File: src/rtl/enc_pkg.sv
// Shared definitions for the ARMv4 instruction encoder.
//   - instruction class codes carried on op_i
//   - encoder FSM state type
//   - bit offsets of the machine-word fields
//   - helper that packs a data-processing immediate word
package enc_pkg;

    // Instruction classes
    localparam logic [1:0] OP_DP  = 2'b00;
    localparam logic [1:0] OP_MEM = 2'b01;
    localparam logic [1:0] OP_BR  = 2'b10;
    localparam logic [1:0] OP_ILL = 2'b11;

    typedef enum logic [1:0] {
        IDLE = 2'd0,
        ROT  = 2'd1,
        EMIT = 2'd2
    } state_e;

    // Machine-word field offsets (LSB positions)
    localparam int unsigned COND_LSB  = 28;
    localparam int unsigned CLASS_LSB = 26;
    localparam int unsigned I_BIT     = 25;
    localparam int unsigned FUNCT_LSB = 20;
    localparam int unsigned RN_LSB    = 16;
    localparam int unsigned RD_LSB    = 12;
    localparam int unsigned ROT_LSB   = 8;
    localparam int unsigned IMM8_LSB  = 0;

    // Data-processing word with an imm8/rot4 operand
    function automatic logic [31:0] dp_imm_word(
        input logic [3:0] cond,
        input logic [4:0] funct,
        input logic [3:0] rn,
        input logic [3:0] rd,
        input logic [3:0] rot,
        input logic [7:0] imm8
    );
        logic [31:0] w;
        w                   = '0;
        w[COND_LSB +: 4]    = cond;
        w[CLASS_LSB +: 2]   = OP_DP;
        w[I_BIT]            = 1'b1;
        w[FUNCT_LSB +: 5]   = funct;
        w[RN_LSB +: 4]      = rn;
        w[RD_LSB +: 4]      = rd;
        w[ROT_LSB +: 4]     = rot;
        w[IMM8_LSB +: 8]    = imm8;
        return w;
    endfunction

endpackage

File: src/rtl/imm_rot_check.sv
// Tests whether a 32-bit immediate becomes an 8-bit value after rotating it left by 2*r.
// A hit means the immediate is representable as ROR(imm8, 2*r).
//   imm32_i : immediate under test
//   r_i     : candidate rotation field
//   hit_o   : rotated value fits in 8 bits
//   imm8_o  : low byte of the rotated value
module imm_rot_check (
    input  logic [31:0] imm32_i,
    input  logic [3:0]  r_i,
    output logic        hit_o,
    output logic [7:0]  imm8_o
);

    logic [63:0] dbl;
    logic [31:0] rotated;

    // Upper half of the doubled word shifted left is a rotate-left of the original
    always_comb begin
        dbl     = {imm32_i, imm32_i} << {r_i, 1'b0};
        rotated = dbl[63:32];
        hit_o   = (rotated[31:8] == 24'd0);
        imm8_o  = rotated[7:0];
    end

endmodule

File: src/rtl/instr_encoder.sv
// Packs instruction fields into 32-bit ARMv4 machine words and emits each one with a running
// byte address for the instruction-memory loader.
// Optional feature macro: ENC_ROT_PARALLEL_EN -- when defined, all 16 immediate rotations are
// tested in the accept cycle instead of one per cycle in the ROT state.
// Ports:
//   clk_i, rst_ni             : clock, synchronous active-low reset
//   in_valid_i / in_ready_o   : field-set handshake
//   cond_i, op_i, funct_i     : condition, class, Funct field
//   rn_i, rd_i, rm_i          : register fields
//   sh_i, shamt_i             : shift type and amount
//   imm32_i                   : immediate / byte offset / signed branch word offset
//   instr_o, addr_o           : encoded word and its byte address
//   out_valid_o / out_ready_i : output handshake
//   err_o                     : one-cycle pulse when a field set is rejected
module instr_encoder
    import enc_pkg::*;
#(
    parameter int unsigned       ADDR_W    = 32,
    parameter logic [ADDR_W-1:0] BASE_ADDR = '0
) (
    input  logic              clk_i,
    input  logic              rst_ni,
    input  logic              in_valid_i,
    output logic              in_ready_o,
    input  logic [3:0]        cond_i,
    input  logic [1:0]        op_i,
    input  logic [5:0]        funct_i,
    input  logic [3:0]        rn_i,
    input  logic [3:0]        rd_i,
    input  logic [3:0]        rm_i,
    input  logic [1:0]        sh_i,
    input  logic [4:0]        shamt_i,
    input  logic [31:0]       imm32_i,
    output logic [31:0]       instr_o,
    output logic [ADDR_W-1:0] addr_o,
    output logic              out_valid_o,
    input  logic              out_ready_i,
    output logic              err_o
);

    state_e            state_q, state_d;
    logic [31:0]       instr_q, instr_d;
    logic [ADDR_W-1:0] addr_q, addr_d;
    logic              err_q, err_d;

    logic              accept;
    logic              is_dp_imm;
    logic              direct_ok;
    logic [31:0]       direct_word;
    logic [11:0]       off12;

    assign accept    = in_valid_i && (state_q == IDLE);
    assign is_dp_imm = (op_i == OP_DP) && funct_i[5];

    // Every class except DP-immediate is built straight from the inputs at accept
    always_comb begin
        direct_ok   = 1'b0;
        direct_word = '0;
        off12       = funct_i[5] ? {shamt_i, sh_i, 1'b0, rm_i} : imm32_i[11:0];
        case (op_i)
            OP_DP: begin
                direct_ok   = 1'b1;
                direct_word = {cond_i, 2'b00, 1'b0, funct_i[4:0], rn_i, rd_i,
                               shamt_i, sh_i, 1'b0, rm_i};
            end
            OP_MEM: begin
                direct_ok   = funct_i[5] || (imm32_i[31:12] == 20'd0);
                direct_word = {cond_i, 2'b01, funct_i, rn_i, rd_i, off12};
            end
            OP_BR: begin
                // Offset must sign-extend from 24 bits
                direct_ok   = (imm32_i[31:23] == 9'h000) || (imm32_i[31:23] == 9'h1FF);
                direct_word = {cond_i, 3'b101, funct_i[4], imm32_i[23:0]};
            end
            OP_ILL: begin
                direct_ok   = 1'b0;
            end
            default: begin
                direct_ok   = 1'b0;
            end
        endcase
    end

`ifdef ENC_ROT_PARALLEL_EN
    logic [15:0] par_hit;
    logic [7:0]  par_imm8 [16];
    logic        par_any;
    logic [3:0]  par_r;
    logic [7:0]  par_sel;

    for (genvar g = 0; g < 16; g++) begin : g_rot
        imm_rot_check u_rot_check (
            .imm32_i (imm32_i),
            .r_i     (4'(g)),
            .hit_o   (par_hit[g]),
            .imm8_o  (par_imm8[g])
        );
    end

    // Descending scan so the lowest rotation that fits wins
    always_comb begin
        par_any = 1'b0;
        par_r   = '0;
        par_sel = '0;
        for (int i = 15; i >= 0; i--) begin
            if (par_hit[i]) begin
                par_any = 1'b1;
                par_r   = 4'(i);
                par_sel = par_imm8[i];
            end
        end
    end
`else
    // Fields needed by the rotation search, captured at accept
    logic [3:0]  r_q, r_d;
    logic [3:0]  cond_q, cond_d;
    logic [4:0]  funct_q, funct_d;
    logic [3:0]  rn_q, rn_d;
    logic [3:0]  rd_q, rd_d;
    logic [31:0] imm_q, imm_d;
    logic        seq_hit;
    logic [7:0]  seq_imm8;

    imm_rot_check u_rot_check (
        .imm32_i (imm_q),
        .r_i     (r_q),
        .hit_o   (seq_hit),
        .imm8_o  (seq_imm8)
    );

    always_comb begin
        r_d     = r_q;
        cond_d  = cond_q;
        funct_d = funct_q;
        rn_d    = rn_q;
        rd_d    = rd_q;
        imm_d   = imm_q;
        if (accept) begin
            r_d     = '0;
            cond_d  = cond_i;
            funct_d = funct_i[4:0];
            rn_d    = rn_i;
            rd_d    = rd_i;
            imm_d   = imm32_i;
        end else if ((state_q == ROT) && !seq_hit) begin
            r_d = r_q + 4'd1;
        end
    end

    always_ff @(posedge clk_i) begin
        if (!rst_ni) begin
            r_q     <= '0;
            cond_q  <= '0;
            funct_q <= '0;
            rn_q    <= '0;
            rd_q    <= '0;
            imm_q   <= '0;
        end else begin
            r_q     <= r_d;
            cond_q  <= cond_d;
            funct_q <= funct_d;
            rn_q    <= rn_d;
            rd_q    <= rd_d;
            imm_q   <= imm_d;
        end
    end
`endif

    // FSM: state register
    always_ff @(posedge clk_i) begin
        if (!rst_ni) begin
            state_q <= IDLE;
        end else begin
            state_q <= state_d;
        end
    end

    // FSM: next state
    always_comb begin
        state_d = state_q;
        unique case (state_q)
            IDLE: begin
                if (accept) begin
                    if (is_dp_imm) begin
`ifdef ENC_ROT_PARALLEL_EN
                        state_d = par_any ? EMIT : IDLE;
`else
                        state_d = ROT;
`endif
                    end else if (direct_ok) begin
                        state_d = EMIT;
                    end
                end
            end
            ROT: begin
`ifdef ENC_ROT_PARALLEL_EN
                state_d = IDLE;
`else
                if (seq_hit) begin
                    state_d = EMIT;
                end else if (r_q == 4'd15) begin
                    state_d = IDLE;
                end
`endif
            end
            EMIT: begin
                if (out_ready_i) begin
                    state_d = IDLE;
                end
            end
            default: state_d = IDLE;
        endcase
    end

    // FSM: outputs
    always_comb begin
        in_ready_o  = (state_q == IDLE);
        out_valid_o = (state_q == EMIT);
        instr_o     = instr_q;
        addr_o      = addr_q;
        err_o       = err_q;
    end

    // Word, address and error pulse
    always_comb begin
        instr_d = instr_q;
        addr_d  = addr_q;
        err_d   = 1'b0;
        unique case (state_q)
            IDLE: begin
                if (accept) begin
                    if (is_dp_imm) begin
`ifdef ENC_ROT_PARALLEL_EN
                        if (par_any) begin
                            instr_d = dp_imm_word(cond_i, funct_i[4:0], rn_i, rd_i,
                                                  par_r, par_sel);
                        end else begin
                            err_d = 1'b1;
                        end
`endif
                    end else if (direct_ok) begin
                        instr_d = direct_word;
                    end else begin
                        err_d = 1'b1;
                    end
                end
            end
            ROT: begin
`ifndef ENC_ROT_PARALLEL_EN
                if (seq_hit) begin
                    instr_d = dp_imm_word(cond_q, funct_q, rn_q, rd_q, r_q, seq_imm8);
                end else if (r_q == 4'd15) begin
                    err_d = 1'b1;
                end
`endif
            end
            EMIT: begin
                if (out_ready_i) begin
                    addr_d = addr_q + ADDR_W'(4);
                end
            end
            default: ;
        endcase
    end

    always_ff @(posedge clk_i) begin
        if (!rst_ni) begin
            instr_q <= '0;
            addr_q  <= BASE_ADDR;
            err_q   <= 1'b0;
        end else begin
            instr_q <= instr_d;
            addr_q  <= addr_d;
            err_q   <= err_d;
        end
    end

endmodule

File: config.mk
export PLATFORM = sky130hd
export DESIGN_NAME = instr_encoder
export DESIGN_NICKNAME = d
export VERILOG_FILES = /design/src/rtl/enc_pkg.sv /design/src/rtl/imm_rot_check.sv /design/src/rtl/instr_encoder.sv
export SDC_FILE = /design/constraint.sdc
export NUM_CORES = 1
export LEC_CHECK = 0
export ABC_CLOCK_PERIOD_IN_PS = 4800
export CAP_MARGIN = 10
export CELL_PAD_IN_SITES_DETAIL_PLACEMENT = 1
export CELL_PAD_IN_SITES_GLOBAL_PLACEMENT = 1
export CORE_UTILIZATION = 43
export CTS_BUF_LIST = sky130_fd_sc_hd__clkbuf_4
export DETAILED_ROUTE_END_ITERATION = 10
export PLACE_DENSITY = 0.94
export SYNTH_ARGS = -nofsm -noshare
export SYNTH_HDL_FRONTEND = slang
export SYNTH_HIERARCHICAL = 1
export SYNTH_SLANG_ARGS = --single-unit
export TNS_END_PERCENT = 1
File: constraint.sdc
create_clock -name clk_i -period 4.8 [get_ports clk_i]
set_input_delay 0.96 -clock clk_i [delete_from_list [all_inputs] [get_ports clk_i]]
set_output_delay 0.96 -clock clk_i [all_outputs]
set_load 0.005 [all_outputs]
# Word-level counts from Yosys, hierarchy flattened
# Index checks and enable logic that the tools add are counted.
[totals]
register_bits = 120
in_bits = 67
output_inout_bits = 67
[op_classes]
n_addsub = 2
n_eq_ne = 14
shift = 1
n_mux = 21
bitwise = 1
reduce_logical = 16
[ops]
columns = ["operator", "count"]
rows = [
  ["32-bit 2-to-1 mux", 4],
  ["32-bit case mux with 3 select lines", 1],
  ["32-bit case mux with 2 select lines", 1],
  ["64-bit by 5-bit << shifter with 64-bit output", 1],
  ["32-bit by 3-bit adder with 32-bit output (second input constant)", 1],
  ["24-bit zero test", 1],
  ["20-bit zero test", 1],
  ["12-bit 2-to-1 mux", 1],
  ["2-bit 2-to-1 mux", 6],
  ["9-bit equality test (second input constant)", 1],
  ["9-bit zero test", 1],
  ["2-bit equality test (second input constant)", 3],
  ["2-bit by 1-bit != test with 1-bit output (second input constant)", 3],
  ["2-bit case mux with 3 select lines", 1],
  ["1-bit 2-to-1 mux", 5],
  ["5-bit AND reduction", 1],
  ["4-bit by 1-bit adder with 4-bit output (second input constant)", 1],
  ["2-bit by 1-bit equality test with 1-bit output (second input constant)", 2],
  ["4-bit equality test (second input constant)", 1],
  ["2-bit zero test", 2],
  ["2-bit != test (second input constant)", 2],
  ["1-bit case mux with 4 select lines", 1],
  ["4-bit AND reduction", 1],
  ["1-bit logical AND", 3],
  ["other kinds (9)", 10],
]

# Depth between registers and ports, before layout
# Gate-level depths: netlist of the first run.
[logic_depth]
depth_word = 7
depth_mapped = 17
depth_no_buf = 10

# Modules after synthesis
# Netlist of the first run, hierarchy kept.
[modules_own_cells]
columns = ["module", "n_inst", "cells_per_inst", "area_per_inst_um2", "seq_area_each_um2"]
rows = [
  ["instr_encoder", 1, 592, 5157.4, 2362.3],
  ["imm_rot_check", 1, 186, 1437.6, 0.0],
]

# Worst setup path after synthesis of the first run
# OpenSTA, ideal clock, no wires.
[synth_path]
path_type = "register -> register"
startpoint = "register r_q[2]"
endpoint = "register instr_q[12] (netlist: instr_o[12])"
setup_time_ns = 0.072
t_arrival_ns = 3.113
required_time_ns = 4.728
setup_slack_ns = 1.616
path_stages_with_launch = 15
synth_period_minus_slack_ns = 3.184
path_cell_list = "dfxtp_1 > buf_6 > mux2_4 > a2111oi_4 > o2111ai_1 > a311o_1 > a2111oi_2 > nand2_1 > o21ai_0 > o211a_1 > buf_6 > and2_4 > buf_6 > buf_6 > mux2i_1"
[synth_between]
elab_chain_len = 4
[synth_lines]
columns = ["item", "line_no", "rtl"]
rows = [
  ["start: declaration", "instr_encoder.sv:115", "logic [3:0] r_q, r_d;"],
  ["start signal: assignment", "instr_encoder.sv:159", "r_q <= r_d;"],
  ["64-bit by 5-bit << shifter with 64-bit output", "imm_rot_check.sv:19", "dbl = {imm32_i, imm32_i} << {r_i, 1'b0};"],
  ["24-bit zero test", "imm_rot_check.sv:21", "hit_o = (rotated[31:8] == 24'd0);"],
  ["named net seq_hit", "instr_encoder.sv:121", "logic seq_hit;"],
  ["2-bit != test (no source line)", "--", ""],
  ["5-bit AND reduction (no source line)", "--", ""],
  ["end signal: assignment", "instr_encoder.sv:272", "instr_q <= instr_d;"],
  ["end: declaration", "instr_encoder.sv:42", "logic [31:0] instr_q, instr_d;"],
]
# The timed path passes the listed nets, and every way through them passes these cells.
# A chain may end at the register's enable or synchronous reset.

# Worst setup path after layout of the first run
[layout_path]
startpoint = "register r_q[2]"
endpoint = "register instr_q[27] (netlist: instr_o[27])"
# The elaborated chain is that of the path after synthesis.

==> results of run 1 <==
==> final cells by class <==
| cell class | instances | share of cell area, % |
|---|---|---|
| sequential | 118 | 28.8 |
| antenna | 1 | 0.0305 |
| multi-input combinational | 592 | 47.5 |
| timing repair buffer | 144 | 17.2 |
| inverter | 6 | 0.290 |
| clock buffer | 17 | 1.55 |
| clock inverter | 15 | 1.87 |
| tap | 184 | 2.80 |
==> flip-flops by register name, indices dropped and copies added (netlist names) <==
register,count
addr_o,30
rn_q,4
state_q,2
r_q,4
err_o,1
imm_q,32
cond_q,4
instr_o,32
funct_q,5
rd_q,4
==> stage by stage <==
step	std cells	hold WS, ps
CTS	1076	467
detailed placement	1044	451
finish	1077	463
global route	1076	479
floorplan	779	436
global placement	1044	443
==> cells in the mapped netlist, types with 3 or more instances <==
cell	number	area share, %
nand2_1	130	7.4
dfxtp_1	118	36
a21oi_1	92	7.0
nor2_1	55	3.1
clkbuf_1	42	2.4
mux2i_1	33	5.0
mux2_2	21	3.6
nor3_1	20	1.5
xor2_1	20	2.7
a211oi_2	18	3.4
o21ai_0	18	1.4
nand3_1	14	1.1
o211ai_1	13	1.5
a221o_1	12	1.8
a222oi_1	11	1.7
nand4_1	11	1.0
mux4_2	9	3.1
a211oi_1	8	0.91
and2_1	8	0.76
buf_2	8	0.61
buf_6	8	1.4
nor4_1	8	0.76
a22oi_1	7	0.80
nor2b_1	7	0.66
or3_1	7	0.66
xnor2_1	7	0.93
and4_1	6	0.80
nand2b_1	5	0.47
a2111oi_0	3	0.40
a31oi_1	3	0.28
and3_1	3	0.28
buf_4	3	0.34
inv_1	3	0.17
nor3b_1	3	0.34
o21ai_1	3	0.23
==> worst max-delay path by stage <==
| stage | start | to | slack (ps) |
|---|---|---|---|
| global placement | r_q[2]$_SDFFE_PP0P_ | instr_o[13]$_SDFFE_PN0P_ | 1020 |
| detailed placement | r_q[2]$_SDFFE_PP0P_ | instr_o[19]$_SDFFE_PN0P_ | 860 |
| floorplan | r_q[2]$_SDFFE_PP0P_ | instr_o[12]$_SDFFE_PN0P_ | 1620 |
| CTS | r_q[2]$_SDFFE_PP0P_ | instr_o[12]$_SDFFE_PN0P_ | 840 |
| global route | r_q[2]$_SDFFE_PP0P_ | instr_o[18]$_SDFFE_PN0P_ | 530 |
| finish | r_q[2]$_SDFFE_PP0P_ | instr_o[27]$_SDFFE_PN0P_ | 820 |
==> power groups by stage <==
stage | clock network, mW | registers [mW] | logic, mW
floorplan | 0 | 1.08 | 0.238
global placement | 0 | 1.10 | 0.386
detailed placement | 0 | 1.10 | 0.402
CTS | 0.747 | 1.08 | 0.405
global route | 0.791 | 1.08 | 0.441
finish | 0.733 | 1.08 | 0.409
==> worst register-to-register path, stage by stage (launching register included) <==
cell       delay [ps]
dfxtp_2           910
mux4_2            650
nor3_1            200
a31oi_1            70
a311o_1           380
a2111oi_2         520
nand2_1            90
o21ai_0            80
o211a_1           200
and2_4            540
mux2i_1           280
==> layer usage <==
metal	vias up	track usage, %	part of all wire [%]
li1	3042	-	-
met1	3218	34.7	41
met2	278	49.4	49
met3	59	7.52	7.2
met4	2	10.3	2.7
met5	-	0	0.058
==> kinds of logic (layout without fill, tap and decap cells) <==
logic type               count (synthesis)  in the layout  share of synthesized area [%]
AND/OR/NAND/NOR                        290            290                           20.8
AO/OA/AOI/OAI                          206            206                           22.1
flip-flops                             118            118                           35.8
buffers and inverters                   69            182                           5.16
multiplexers                            65             65                           12.1
XOR/XNOR                                27             27                           3.59
adder cells (fa/ha/maj)                  2              2                          0.379
other                                    1              3                         0.0569
==> impl_results.md, run 1 <==
* GRT Residual Overflow at 0
* Worst R2R Setup Slack at 820 ps
* Cells on worst reg2reg path at 10
* Initial antenna violation count at 1
* Residual DRC at 0
* Pre-CTS setup slack at 862 ps
* Largest net degree at the start of global routing at 62
* Static leakage at 2.86 nW
* Clk slew on worst S/H paths at 110 ps
* Num CTS Buffers at 17
* Std-Cell Rows at 44
* CP cell instances: mux4_2, nor3_1, a31oi_1, a311o_1, a2111oi_2, nand2_1, o21ai_0, o211a_1, and2_4, mux2i_1
* Register area at 2360 um^2
* Placed instance area at 7930 um^2
* Fmax at 251 MHz
* First-pass GRT wire length at 36200 um
* Postcts setup bufs at 0
* Tcrit/Tclk final at 82.9%
* P_int at 1.52 mW
* CP Launch Type: flop
* Drt total wl at 22600 um
* Core Box Area at 14800 um^2
* Top FF cell, synth: dfxtp_1
* Crit-path leading delay family: compound AO/OA/AOI/OAI gates
* Final setup violation count at 0
* Initial DRC Count at 504
* Initial cell density of the core at 44.7%
* Tmin final at 3980 ps
* Hold bufs inserted after CTS at 0
* Post-synthesis sequential area ratio at 35.8%
* Pwr Density at 270 nW/um^2
* Power, Total at 2.22 mW
* Final Net Count at 948
* Syn_area_per_cell at 8.48 um^2
* Clock root buffer: clkbuf_4
* Slowest cell on crit path: dfxtp_2
* DP HPWL at 16100 um
* Final hold vios at 0
* Gp weighted congestion at 0.961
* IO buf count at 131
* Worst hold path type: reg2reg
* Die W at 126 um
* CTS tree: built
* Synth unique cells at 67
* Crit Path Category: reg2reg
* Io pins at 134
* P&R area growth vs syn at 24.5%
* Setup TNS Final at 0 ps
* Crit-path max FO at 39
* Reg-to-reg endpoint: instr_o[27]$_SDFFE_PN0P_
* Drt first pass iters at 6
* Psw at 0.698 mW
* Area of the multi-input gates at 3900 um^2
* DRT antenna net count at 0
* Vias in the first global route at 6787
* # Max-Cap Violations at 0
* Most frequent cells in the layout: 131 x clkdlybuf4s50_1, 130 x nand2_1, 116 x dfxtp_1
* CTS H-tree lvls at 4
* Max-slew headroom at 41.2%
* Hold EP: rn_q[3]$_SDFFE_PN0P_
* Vias at 6599
* Wirelength per Cell at 21.0 um
* Fill count at 1747
* Post-Synthesis Cells at 778
* Outcome: complete, no violations
* Die Height at 126 um
* CTS sink cnt at 118
* Arrival @ worst endpoint at 4450 ps
* Max-slew violations at 0
* Critical Path End Type: flop
* Via-per-instance ratio at 6.13
* Util after Layout at 55.7%
* Stages on worst setup path at 10
* Clock buffer depth at 2
* WP data required at 5280 ps
* Resized Gates After CTS at 0
* Cell area after layout at 8210 um^2
* Layout cells sized above 1 at 12.0%
* GRT Overall Usage at 28.8%
* Worst-Margin Slew at 879 ps
* RSZ-0062 raised after global routing: no
* Clock power frac at 33.0%
* Commonest non-fill, non-tap cell in the layout: clkdlybuf4s50_1
* Post-synthesis cell area at 6600 um^2
* Seq cells post-synth at 118
* Setup WS post-layout at 822 ps
* Worst IR Drop VDD at 0.000143 V
* Synth Warn # at 6
* Sw frac at 31.4%
* WP buf/inv at 0
* Hold path cells at 2
* Die area at 15800 um^2
* Final worst clock skew at 17.7 ps
* Asr flop ratio synth at 0%
* HP Start: rn_q[3]$_SDFFE_PN0P_
* Clock latency at the later pin of the worst-skew pair at 550 ps
* Combinational power share at 18.4%
* Sequential share of power at 48.6%
* Reg-to-Reg Start: r_q[2]$_SDFFE_PP0P_
* Worst path max stage delay at 910 ps
* EDFF count, synth at 0
No activity file was read; power rests on OpenSTA's default activity.
==> run 2: changes to the inputs <==
Settings changed: ABC_CLOCK_PERIOD_IN_PS 4800 to 4100, CORE_UTILIZATION 43 to 40, PLACE_DENSITY 0.94 to 0.88.
Clock period 4.8 ns to 4.1 ns, I/O delays scaled along.
==> run 2 against run 1 <==
  * Flip-flop and latch count stayed put
  * Maximum frequency up 2.7%
  * Register-to-register slack worse by 590 ps
  * Cell count rose by 3.6%
  * Die area grew 7.4%
  * Clock power is 5.3% higher
  * Non-clock buffer count increased by 7
  * Power up 13%
  * Clock skew about the same
  * Critical path depth is the same
  * Sequential power grew 17%
  * Via count decreased by 0.59%
  * Highest routed layer is now met4
==> impl_results.md, run 2 (synthesis gave the netlist of run 1 again) <==
* Hold EP: instr_o[20]$_SDFFE_PN0P_
* Clock latency at the later pin of the worst-skew pair at 540 ps (about the same)
* Drt first pass iters at 6 (unchanged)
* Setup TNS Final at 0 ps (unchanged)
* Vias at 6560 (-0.59%)
* CP cell instances: mux4_2, nor3_1, a31oi_1, a311o_1, a2111oi_2, nand2_1, o21ai_0, o211a_1, and2_4, mux2i_1
* Clk slew on worst S/H paths at 110 ps (about the same)
* Initial antenna violation count at 1 (unchanged)
* CTS tree: built
* # Max-Cap Violations at 0 (unchanged)
* WP buf/inv at 0 (unchanged)
* Final hold vios at 0 (unchanged)
* Worst IR Drop VDD at 0.000157 V (+9.7%)
* Via-per-instance ratio at 5.88 (-4.1%)
* Fmax at 258 MHz (+2.7%)
* First-pass GRT wire length at 35200 um (-2.9%)
* Outcome: complete, no violations
* Reg-to-reg endpoint: instr_o[22]$_SDFFE_PN0P_
* Worst-Margin Slew at 881 ps (+2.07 ps)
* CP Launch Type: flop
* Io pins at 134 (unchanged)
* Arrival @ worst endpoint at 4340 ps (-110 ps)
* Worst hold path type: reg2reg
* Max-slew headroom at 41.1% (-0.14 points)
* Vias in the first global route at 6562 (-3.3%)
* Tmin final at 3870 ps (-105 ps)
* Die W at 130 um (+3.6%)
* Most frequent cells in the layout: 131 x clkdlybuf4s50_1, 130 x nand2_1, 116 x dfxtp_1
* Crit-path max FO at 33 (-15%)
* Residual DRC at 0 (unchanged)
* Static leakage at 2.89 nW (+1.1%)
* CTS H-tree lvls at 4 (unchanged)
* Core Box Area at 16000 um^2 (+8.4%)
* Largest net degree at the start of global routing at 40 (-35%)
* Wirelength per Cell at 20.1 um (-4.0%)
* Placed cells at 1083 (+3.7%)
* DP HPWL at 16100 um (-0.17%)
* Tcrit/Tclk final at 94.5% (+12 points)
* Crit-path leading delay family: compound AO/OA/AOI/OAI gates
* Clock buffer depth at 2 (unchanged)
* Clock root buffer: clkbuf_4
* Postcts setup bufs at 0 (unchanged)
* Reg-to-Reg Start: r_q[2]$_SDFFE_PP0P_
* Power, Total at 2.51 mW (+13%)
* Std-Cell Rows at 46 (+4.5%)
* Worst R2R Setup Slack at 230 ps (-590 ps)
* Die area at 17000 um^2 (+7.4%)
* Final Net Count at 955 (+0.74%)
* GRT Residual Overflow at 0 (unchanged)
* CTS sink cnt at 118 (unchanged)
* Layout cells sized above 1 at 12.3% (+0.35 points)
* HP Start: instr_o[20]$_SDFFE_PN0P_
* Resized Gates After CTS at 0 (unchanged)
* Initial DRC Count at 483 (-4.2%)
* Crit Path Category: reg2reg
* RSZ-0062 raised after global routing: no
* Max-slew violations at 0 (unchanged)
* Hold path cells at 2 (unchanged)
* Commonest non-fill, non-tap cell in the layout: clkdlybuf4s50_1
* Util after Layout at 51.7% (-3.9 points)
* DRT antenna net count at 0 (unchanged)
* Cells on worst reg2reg path at 10 (unchanged)
* Drt total wl at 22500 um (-0.49%)
* P&R area growth vs syn at 25.5%
* GRT Overall Usage at 26.8% (-2.0 points)
* Final worst clock skew at 17.4 ps (-0.276 ps)
* Final std cells w/o fill at 1116 (+3.6%)
* Pwr Density at 304 nW/um^2 (+12%)
* Critical Path End Type: flop
* Die Height at 130 um (+3.6%)
* IO buf count at 131 (unchanged)
* Hold bufs inserted after CTS at 0 (unchanged)
* Num CTS Buffers at 17 (unchanged)
* Stages on worst setup path at 10 (unchanged)
* Initial cell density of the core at 41.2% (-3.5 points)
* WP data required at 4570 ps (-710 ps)
* Slowest cell on crit path: dfxtp_2
* Gp weighted congestion at 0.915 (-4.8%)
* Final setup violation count at 0 (unchanged)
* Worst path max stage delay at 750 ps (-160 ps)
==> run 2: cell count changes in the layout (fill, tap and decap cells not counted), sizes merged <==
cell,previous run,this run
bufinv,2,1
clkinv,10,11
clkinvlp,3,1
buf,13,20
inv,6,4
clkbuf,17,21
==> run 2: layout make-up <==
class,instances,area (um^2)
clock buffers,21,158
well taps,216,270
fillers,1958,7720
diodes,1,2.50
repair buffers,151,1470
multi-input cells,592,3900
flip-flops and latches,118,2360
clock inverters,11,85.1
inverters,6,23.8
==> run 2: how the worst max path moves through the flow <==
stage	slack [ps]	from	endpoint
2_1_floorplan	920	r_q[2]$_SDFFE_PP0P_	instr_o[12]$_SDFFE_PN0P_
3_3_place_gp	360	r_q[2]$_SDFFE_PP0P_	instr_o[12]$_SDFFE_PN0P_
3_5_place_dp	280	r_q[2]$_SDFFE_PP0P_	instr_o[22]$_SDFFE_PN0P_
4_1_cts	250	r_q[2]$_SDFFE_PP0P_	instr_o[22]$_SDFFE_PN0P_
5_1_grt	2	r_q[2]$_SDFFE_PP0P_	instr_o[18]$_SDFFE_PN0P_
6_report	230	r_q[2]$_SDFFE_PP0P_	instr_o[22]$_SDFFE_PN0P_
==> run 2: layer usage <==
layer / GRT usage, % / share of wire (%) / up-vias
li1: - / - / 3060
met1: 33.5 / 43 / 3245
met2: 44.6 / 48 / 211
met3: 6.43 / 6.2 / 44
met4: 10.5 / 2.2 / 0
met5: 0 / 0 / -
==> run 2: tightest hold or removal path, stage by stage, from the launching register on <==
cell,delay [ps]
dfxtp_1,330
nand2_1,50
mux2i_1,50
==> run 2: report_power, final <==
part / leakage, nW / internal (mW) / switching [mW]
combinational: 1.79 / 0.226 / 0.253
sequential: 0.963 / 1.20 / 0.0655
clock: 0.137 / 0.318 / 0.454
total: 2.89 / 1.74 / 0.773
==> run 2: through the flow <==
step | worst slack (ps) | instance area, um^2 | hold slack, ps
detailed placement | 285 | 8030 | 451
CTS | 248 | 8280 | 466
global route | 1.90 | 8280 | 480
finish | 227 | 8280 | 464
floorplan | 916 | 6600 | 436
global placement | 364 | 8030 | 442
